### config.mk
export PLATFORM = sky130hd
export DESIGN_NAME = store_access_sequencer
export DESIGN_NICKNAME = d
export VERILOG_FILES = /design/src/rtl/store_access_sequencer.sv
export SDC_FILE = /design/constraint.sdc
export NUM_CORES = 1
export LEC_CHECK = 0
export ABC_AREA = 1
export BUFFER_PORTS_ARGS = -buffer_cell sky130_fd_sc_hd__buf_4
export CORE_ASPECT_RATIO = 1.1
export CORE_MARGIN = 1.5
export CORE_UTILIZATION = 59
export CTS_CLUSTER_SIZE = 30
export DETAILED_ROUTE_END_ITERATION = 8
export GPL_TIMING_DRIVEN = 0
export HOLD_SLACK_MARGIN = 0.15
export PLACE_DENSITY_LB_ADDON = 0.2
export SLEW_MARGIN = 40
export SYNTH_ARGS = -nofsm -noshare
export SYNTH_HDL_FRONTEND = slang
export SYNTH_SLANG_ARGS = --single-unit
export TNS_END_PERCENT = 30
### constraint.sdc
create_clock -name clk -period 4.9 [get_ports clk]
set_input_delay 0.735 -clock clk [delete_from_list [all_inputs] [get_ports clk]]
set_output_delay 0.735 -clock clk [all_outputs]
set_load 0.01 [all_outputs]
### src/rtl/store_access_sequencer.sv
// Store-stage to word-memory sequencer: aligns byte/half/word stores into lane-positioned
// word writes, splitting misaligned SH/SW into two back-to-back writes.
module store_access_sequencer #(
  parameter bit ALLOW_MISALIGNED = 1'b1,
  parameter int STORE_OP_WIDTH   = 2,
  parameter logic [STORE_OP_WIDTH-1:0] STORE_OP_SB = STORE_OP_WIDTH'(0),
  parameter logic [STORE_OP_WIDTH-1:0] STORE_OP_SH = STORE_OP_WIDTH'(1),
  parameter logic [STORE_OP_WIDTH-1:0] STORE_OP_SW = STORE_OP_WIDTH'(2)
) (
  input  logic                      clk,
  input  logic                      resetn,
  input  logic                      req_valid,
  output logic                      req_ready,
  input  logic [31:0]               req_addr,
  input  logic [STORE_OP_WIDTH-1:0] req_op,
  input  logic [31:0]               req_data,
  output logic                      mem_valid,
  input  logic                      mem_ready,
  output logic [31:0]               mem_addr,
  output logic [31:0]               mem_wdata,
  output logic [3:0]                mem_wmask,
  output logic                      done,
  output logic                      err
);

  typedef enum logic [1:0] {IDLE, WR0, WR1, RESP} state_t;

  state_t      state, state_nxt;
  logic        split_q, err_q;
  logic [31:0] hi_data;
  logic [3:0]  hi_mask;

  logic [1:0]  off;
  logic [3:0]  size_mask;
  logic [31:0] data_m;
  logic        op_ok, split, reject, accept;
  logic [63:0] lane_vec;
  logic [7:0]  mask_vec;

  // Request decode: only consumed on the accept handshake.
  always_comb begin
    off       = req_addr[1:0];
    size_mask = 4'b0000;
    data_m    = 32'h0;
    op_ok     = 1'b1;
    case (req_op)
      STORE_OP_SB: begin size_mask = 4'b0001; data_m = {24'h0, req_data[7:0]};  end
      STORE_OP_SH: begin size_mask = 4'b0011; data_m = {16'h0, req_data[15:0]}; end
      STORE_OP_SW: begin size_mask = 4'b1111; data_m = req_data;                end
      default:     op_ok = 1'b0;
    endcase
    lane_vec = {32'h0, data_m} << {off, 3'b000};
    mask_vec = {4'b0000, size_mask} << off;
    split    = ((req_op == STORE_OP_SH) && (off == 2'd3)) ||
               ((req_op == STORE_OP_SW) && (off != 2'd0));
    reject   = !op_ok || (split && !ALLOW_MISALIGNED);
  end

  assign accept = req_valid && req_ready;

  always_ff @(posedge clk or negedge resetn) begin
    if (!resetn) state <= IDLE;
    else         state <= state_nxt;
  end

  always_comb begin
    state_nxt = state;
    req_ready = 1'b0;
    mem_valid = 1'b0;
    done      = 1'b0;
    err       = 1'b0;
    case (state)
      IDLE: begin
        req_ready = 1'b1;
        if (req_valid) state_nxt = reject ? RESP : WR0;
      end
      WR0: begin
        mem_valid = 1'b1;
        if (mem_ready) state_nxt = split_q ? WR1 : RESP;
      end
      WR1: begin
        mem_valid = 1'b1;
        if (mem_ready) state_nxt = RESP;
      end
      RESP: begin
        req_ready = 1'b1;
        done      = 1'b1;
        err       = err_q;
        if (req_valid) state_nxt = reject ? RESP : WR0;
        else           state_nxt = IDLE;
      end
      default: state_nxt = IDLE;
    endcase
  end

  // Memory-side registers only move on accept or on the WR0 handshake, so they hold under stall.
  always_ff @(posedge clk or negedge resetn) begin
    if (!resetn) begin
      split_q   <= 1'b0;
      err_q     <= 1'b0;
      hi_data   <= 32'h0;
      hi_mask   <= 4'b0000;
      mem_addr  <= 32'h0;
      mem_wdata <= 32'h0;
      mem_wmask <= 4'b0000;
    end else if (accept) begin
      err_q   <= reject;
      split_q <= split && !reject;
      if (!reject) begin
        mem_addr  <= {req_addr[31:2], 2'b00};
        mem_wdata <= lane_vec[31:0];
        mem_wmask <= mask_vec[3:0];
        hi_data   <= lane_vec[63:32];
        hi_mask   <= mask_vec[7:4];
      end
    end else if (state == WR0 && mem_ready && split_q) begin
      mem_addr  <= mem_addr + 32'd4;
      mem_wdata <= hi_data;
      mem_wmask <= hi_mask;
    end
  end

endmodule

==> impl_metrics.json, run 1 <==
{
  "synth-seq-cells": 97,
  "status": "finished, violations left",
  "ys.flop_type": "dfrtp_1",
  "dr.pass1.iters": 9,
  "nFillCells": 820,
  "critPathArrivalTime_ps": 1460,
  "grt_pass1_vias": 5918,
  "crit_slowest_cell": "dfrtp_1",
  "cts_tree": "yes",
  "die_w_um": 98.9,
  "crit_chain": "inv_1 -> ha_1 -> inv_2 -> buf_4",
  "wl_per_cell_um": 16.3,
  "startpoint_type": "register",
  "peakVddDrop_mv": 0.308,
  "max_slew_margin_pct": 51.1,
  "cts_setup_buffers": 0,
  "port_buffers": 138,
  "min_period_over_period_pct": 44.9,
  "cp_slowest_stage_delay_ps": 430,
  "cp-end-kind": "output port",
  "synth_top_area_share_pct": 40.6,
  "r2r-start": "state[0]$_DFFE_PN0P_",
  "drc": 10,
  "crit_buf_inv": 3,
  "cts_root_buf": "clkbuf_8",
  "areaGrowthSynthToFinish_pct": 23.8,
  "antenna_cells": 0,
  "synthTopCellsByCount": "256 x nand2_1, 125 x nor2_1, 97 x dfrtp_1, 73 x inv_1, 59 x o21ai_0",
  "async_flop_share_pct": 100,
  "crit_family": "flip-flops",
  "grt_max_degree": 98,
  "intPower_mw": 2.33,
  "reg2regPathDepth": 9,
  "grt_usage_pct": 34.9,
  "numCtsBuffers": 9,
  "max_freq_ghz": 0.455,
  "initial_core_util_pct": 60.7,
  "synth-edff-count": 0,
  "drt_iter0_drc": 446,
  "clk_pin_slew_ps": 100,
  "required_ps": 4160,
  "p_seq_share_pct": 33.5,
  "final_core_util_pct": 75.2,
  "tightest_slew_ps": 734,
  "synthCells": 840,
  "finalHoldViolCount": 0,
  "whs_ps": 371,
  "ctsLongestPathBuffers": 2,
  "net-switching-power_mw": 1.95,
  "dr_total_vias": 6190,
  "syn_avg_cell_area_um2": 7.11,
  "ys_warn_count": 0,
  "powerDensity_nw_per_um2": 578,
  "fp-row-count": 38,
  "drt-total-wl_mm": 18.2,
  "die_height_um": 109,
  "dp_hpwl_mm": 13.5,
  "comb_power_share_pct": 52.4,
  "gp_congestion": 0.976,
  "drive_above_1_share_pct": 22.2,
  "overflow": 0,
  "crit_type": "reg2out",
  "finalSetupTns_ps": 0,
  "io_pins": 142,
  "r2r_end": "mem_wdata[2]$_DFFE_PN0P_",
  "p_leak_nw": 3.74,
  "finalCriticalPeriod_ps": 2200,
  "synth_cell_type_count": 36,
  "yosys-top-cells-area": "dfrtp_1 41%, nand2_1 16%, nor2_1 7.9%, o21ai_0 4.9%, inv_1 4.6%",
  "grt_setup_unrepaired": "false",
  "cp_max_fo": 4,
  "cts.sink_count": 97,
  "hp-class": "in2async",
  "fin_skew_ps": 7.58,
  "finalSetupViolations": 0,
  "ys_seq_area_share_pct": 40.6,
  "ant_nets": 0,
  "finalMaxSlewViolations": 0,
  "synth.most_common_cell": "nand2_1",
  "maxCapViolations": 0,
  "die-area_um2": 10700,
  "r2r_slack_ps": 2740,
  "clk_latency_ps": 380,
  "post_cts_resized": 0,
  "htree_levels": 3,
  "core_um2": 9840,
  "p_sw_share_pct": 45.5,
  "cts_hold_buf": 0,
  "synthesis.area_um2": 5970,
  "p_clk_share_pct": 14.0,
  "antenna_found_initial": 0,
  "nets": 1071,
  "viasPerCell": 5.55,
  "violations": "design-rule violations",
  "yosys.area.top_type": "dfrtp_1",
  "grt_pass1_wl_mm": 29.0
}
-- flip-flops by register name (all words and copies together), names as in the netlist --
signal,flops
mem_wdata,32
hi_data,24
hi_mask,3
mem_wmask,4
state,2
err_q,1
split_q,1
mem_addr,30
-- stage by stage --
step                setup WS, ps  cells  power, mW  cell area [um^2]
floorplan                   3020    841       2.74              5980
global placement            2480   1099       3.61              7160
detailed placement          2480   1099       3.66              7170
CTS                         2690   1115       4.26              7400
global route                2600   1115       4.59              7400
finish                      2700   1115       4.28              7400
-- worst reg2reg max path, cell delays in order (launching register included) --
cell and delay [ps]:
dfrtp_1 430, inv_1 100, ha_1 350, inv_2 90
nand2_4 80, nand4_1 150, nand2_2 100, inv_2 100
clkbuf_1 440, o21ai_0 180
-- worst max path at each step --
stage / from / endpoint / slack [ps] / depth (start not counted)
3_3_place_gp: req_op[0] / mem_wdata[1]$_DFFE_PN0P_ / 2480 / 9
2_1_floorplan: req_op[0] / hi_data[0]$_DFFE_PN0P_ / 3020 / 9
5_1_grt: state[0]$_DFFE_PN0P_ / mem_wmask[3]$_DFFE_PN0P_ / 2600 / 9
6_report: state[0]$_DFFE_PN0P_ / req_ready / 2700 / 4
4_1_cts: state[0]$_DFFE_PN0P_ / req_ready / 2690 / 4
3_5_place_dp: req_op[0] / mem_wdata[13]$_DFFE_PN0P_ / 2480 / 9
-- power groups by stage --
stage / registers (mW) / clock network, mW / logic (mW)
final: 1.43 / 0.601 / 2.24
after global placement: 1.43 / 0 / 2.18
after floorplan: 1.49 / 0 / 1.25
after detailed placement: 1.44 / 0 / 2.22
after global routing: 1.47 / 0.634 / 2.48
after CTS: 1.43 / 0.605 / 2.23
-- metal layers --
metal / track usage (%) / vias up / routed length [um]
li1: - / 2995 / -
met1: 43.2 / 2799 / 7130
met2: 60.0 / 344 / 8810
met3: 4.85 / 52 / 1550
met4: 17.4 / 0 / 735
met5: 0 / - / 0
-- layout make-up --
| type | count | area [um^2] | share of cell area, % |
|---|---|---|---|
| clock inverters | 7 | 101 | 1.37 |
| multi-input cells | 630 | 3010 | 40.6 |
| flip-flops and latches | 97 | 2430 | 32.8 |
| repair buffers | 138 | 1040 | 14.1 |
| inverters | 78 | 295 | 3.99 |
| clock buffers | 9 | 124 | 1.67 |
| well taps | 120 | 150 | 2.03 |
| plain buffers | 36 | 249 | 3.37 |
-- placed cells by master, fill, tap and decap left out, types with 9 or more instances in the layout --
master    count
o22ai_1      19
clkbuf_8      9
ha_1         11
dfrtp_1      97
a21oi_1      42
o211ai_1     14
inv_1        73
nor2_1      125
o21ai_0      59
nand3_1      40
buf_4       147
nand2_1     256
buf_2        13
-- kinds of logic after synthesis --
kind of cell	synth area share [%]
flip-flops	40.6
adder cells (fa/ha/maj)	2.30
AND/OR/NAND/NOR	31.5
buffers and inverters	9.11
AO/OA/AOI/OAI	16.4
other	0.0628
Note: power is estimated with default switching activity, not from simulation.
==> inputs of run 2 (changes only) <==
ABC_AREA = 0   (was 1)
CORE_UTILIZATION = 53   (was 59)
clock period = 2.1 ns   (was 4.9 ns; I/O delays follow)
==> impl_metrics.json, run 2 <==
{
  "cts_root_buf": "clkbuf_8",
  "gp_congestion": 0.953,
  "setup_ws_ps": 76.4,
  "worstHoldEndpoint": "mem_addr[2]$_DFFE_PN0P_",
  "dpl_worst_slack_ps": -517,
  "dr_total_vias": 5771,
  "fp-row-count": 38,
  "viasPerCell": 6.51,
  "final_common_cell": "buf_4",
  "grt_setup_unrepaired": "true",
  "ctsLongestPathBuffers": 2,
  "cp_max_fo": 10,
  "tightest_slew_ps": 803,
  "drc": 0,
  "ys_seq_area_share_pct": 45.1,
  "synthCells": 607,
  "crit_type": "reg2reg",
  "max_slew_margin_pct": 46.2,
  "numCtsBuffers": 9,
  "r2r_slack_ps": 80,
  "top_register": "mem_wdata",
  "die_w_um": 99.1,
  "yosys-top-cells-area": "dfrtp_1 45%, nor2_1 6.1%, nand2_1 4.6%, o21ai_0 4.2%, a22o_1 3.7%",
  "totalPowerFinal_mw": 10.3,
  "cts_tree": "yes",
  "startpoint_type": "register",
  "core_um2": 9890,
  "crit_buf_inv": 2,
  "initial_core_util_pct": 54.4,
  "synth.most_common_cell": "dfrtp_1",
  "antenna_cells": 0,
  "synth_cell_type_count": 52,
  "fin_skew_ps": 11.6,
  "areaGrowthSynthToFinish_pct": 31.6,
  "min_period_over_period_pct": 96.4,
  "synth-seq-cells": 97,
  "die-area_um2": 10800,
  "drt_iter0_drc": 482,
  "synthesis.area_um2": 5380,
  "clk_pin_slew_ps": 100,
  "dp_hpwl_mm": 13.5,
  "maxCapViolations": 0,
  "yosys.area.top_type": "dfrtp_1",
  "cp_slowest_stage_delay_ps": 430,
  "clk_latency_ps": 390,
  "synth-edff-count": 0,
  "hold_path_depth": 3,
  "crit_family": "simple AND/OR/NAND/NOR gates",
  "grt_pass1_vias": 5500,
  "io_pins": 142,
  "syn_avg_cell_area_um2": 8.87,
  "crit_slowest_cell": "or3b_4",
  "reg2regPathDepth": 7,
  "worstHoldStart": "req_addr[2]",
  "largest_reg_flops": 32,
  "dr.pass1.iters": 5,
  "critPathArrivalTime_ps": 2290,
  "finalHoldViolCount": 0,
  "synthTopCellsByCount": "97 x dfrtp_1, 87 x nor2_1, 66 x nand2_1, 45 x o21ai_0, 36 x a21oi_1",
  "antenna_found_initial": 0,
  "grt_max_degree": 98,
  "grt_usage_pct": 34.8,
  "async_flop_share_pct": 100,
  "r2r_end": "mem_wdata[0]$_DFFE_PN0P_",
  "overflow": 0,
  "powerDensity_nw_per_um2": 1460,
  "ant_nets": 0,
  "htree_levels": 3,
  "crit_chain": "inv_2 -> ha_4 -> or3b_4 -> a21boi_4 -> buf_4 -> a221oi_1 -> nor2_1",
  "r2r-start": "state[1]$_DFFE_PN0P_",
  "wl_per_cell_um": 21.7,
  "finalCriticalPeriod_ps": 2020,
  "synth_top_area_share_pct": 45.1,
  "hp-class": "in2reg",
  "drive_above_1_share_pct": 30.2,
  "cts.sink_count": 97,
  "finalMaxSlewViolations": 0,
  "finalSetupViolations": 0,
  "port_buffers": 138,
  "die_height_um": 109,
  "drt-total-wl_mm": 19.2,
  "status": "finished clean",
  "largest_registers": "mem_wdata (32), mem_addr (30), hi_data (24)",
  "p_leak_nw": 3.28,
  "grt_pass1_wl_mm": 28.8,
  "finalSetupTns_ps": 0,
  "ys_warn_count": 0,
  "peakVddDrop_mv": 0.721,
  "cp-end-kind": "register",
  "layout_common_cells": "149 x buf_4, 95 x dfrtp_1, 83 x nor2_1, 66 x nand2_1, 45 x o21ai_0",
  "nets": 844,
  "max_freq_ghz": 0.494,
  "ys.flop_type": "dfrtp_1",
  "required_ps": 2370,
  "final_core_util_pct": 71.6
}
-- run 2: cell count changes in the layout (fill, tap and decap cells not counted), moves of 19 or more --
cell | before | now
nand2_1 | 256 | 66
nor2_1 | 125 | 83
nand3_1 | 40 | 19
inv_1 | 73 | 10
a22o_1 | 4 | 23
-- run 2: cell families after synthesis --
logic type,share of synthesized area (%)
AND/OR/NAND/NOR,20.2
AO/OA/AOI/OAI,25.5
flip-flops,45.1
buffers and inverters,4.46
multiplexers,2.09
adder cells (fa/ha/maj),2.56
other,0.0697
-- run 2: power breakdown --
group | switching, mW | internal (mW) | total [mW] | leakage [nW]
registers | 0.746 | 2.67 | 3.42 | 1.22
clock network | 0.709 | 0.671 | 1.38 | 0.102
logic | 3.15 | 2.38 | 5.53 | 1.96
total | 4.60 | 5.72 | 10.3 | 3.28
-- run 2: how the worst max path moves through the flow --
stage / startpoint / to / cells past startpoint
global placement: state[0]$_DFFE_PN0P_ / hi_data[20]$_DFFE_PN0P_ / 7
detailed placement: state[0]$_DFFE_PN0P_ / hi_data[16]$_DFFE_PN0P_ / 7
finish: state[1]$_DFFE_PN0P_ / mem_wdata[0]$_DFFE_PN0P_ / 7
CTS: state[1]$_DFFE_PN0P_ / mem_wmask[1]$_DFFE_PN0P_ / 8
global route: state[1]$_DFFE_PN0P_ / mem_addr[31]$_DFFE_PN0P_ / 7
floorplan: state[0]$_DFFE_PN0P_ / mem_addr[21]$_DFFE_PN0P_ / 8
-- run 2: through the flow --
step | instance area [um^2] | instances | hold WS [ps]
final | 7080 | 887 | 174
after global routing | 7080 | 887 | 189
after CTS | 6920 | 882 | 173
after detailed placement | 6580 | 866 | 393
after global placement | 6570 | 866 | 460
after floorplan | 5390 | 608 | 19.4
-- run 2: layer usage --
metal  GRT usage [%]  wire length, um  vias up
met5               0                0        -
met4            17.5              713        0
met3            6.47             1720       60
met2            58.2             9220      362
met1            43.7             7570     2800
li1                -                -     2549
-- run 2: worst min-delay path, cell delays in order --
cell and delay, ps:
buf_4 90, nor3_1 40, nor2_1 70
-- run 2: layout make-up --
type | instances | area (um^2)
multi-input combinational | 455 | 2890
fill | 796 | 2810
sequential | 97 | 2430
timing repair buffer | 144 | 1100
buffer | 44 | 251
tap | 120 | 150
clock buffer | 9 | 124
clock inverter | 6 | 92.6
inverter | 12 | 45.0
-- run 2: repair_timing --
item | 4_1_cts | 5_1_grt
pin swaps | 0 | 3
gates resized for setup | 42 | 37
hold buffers | 1 | 0
setup endpoints to repair | 94 | 86
endpoints found under the hold margin | 97 | 0
setup buffers | 1 | 4
cloned | 0 | 1
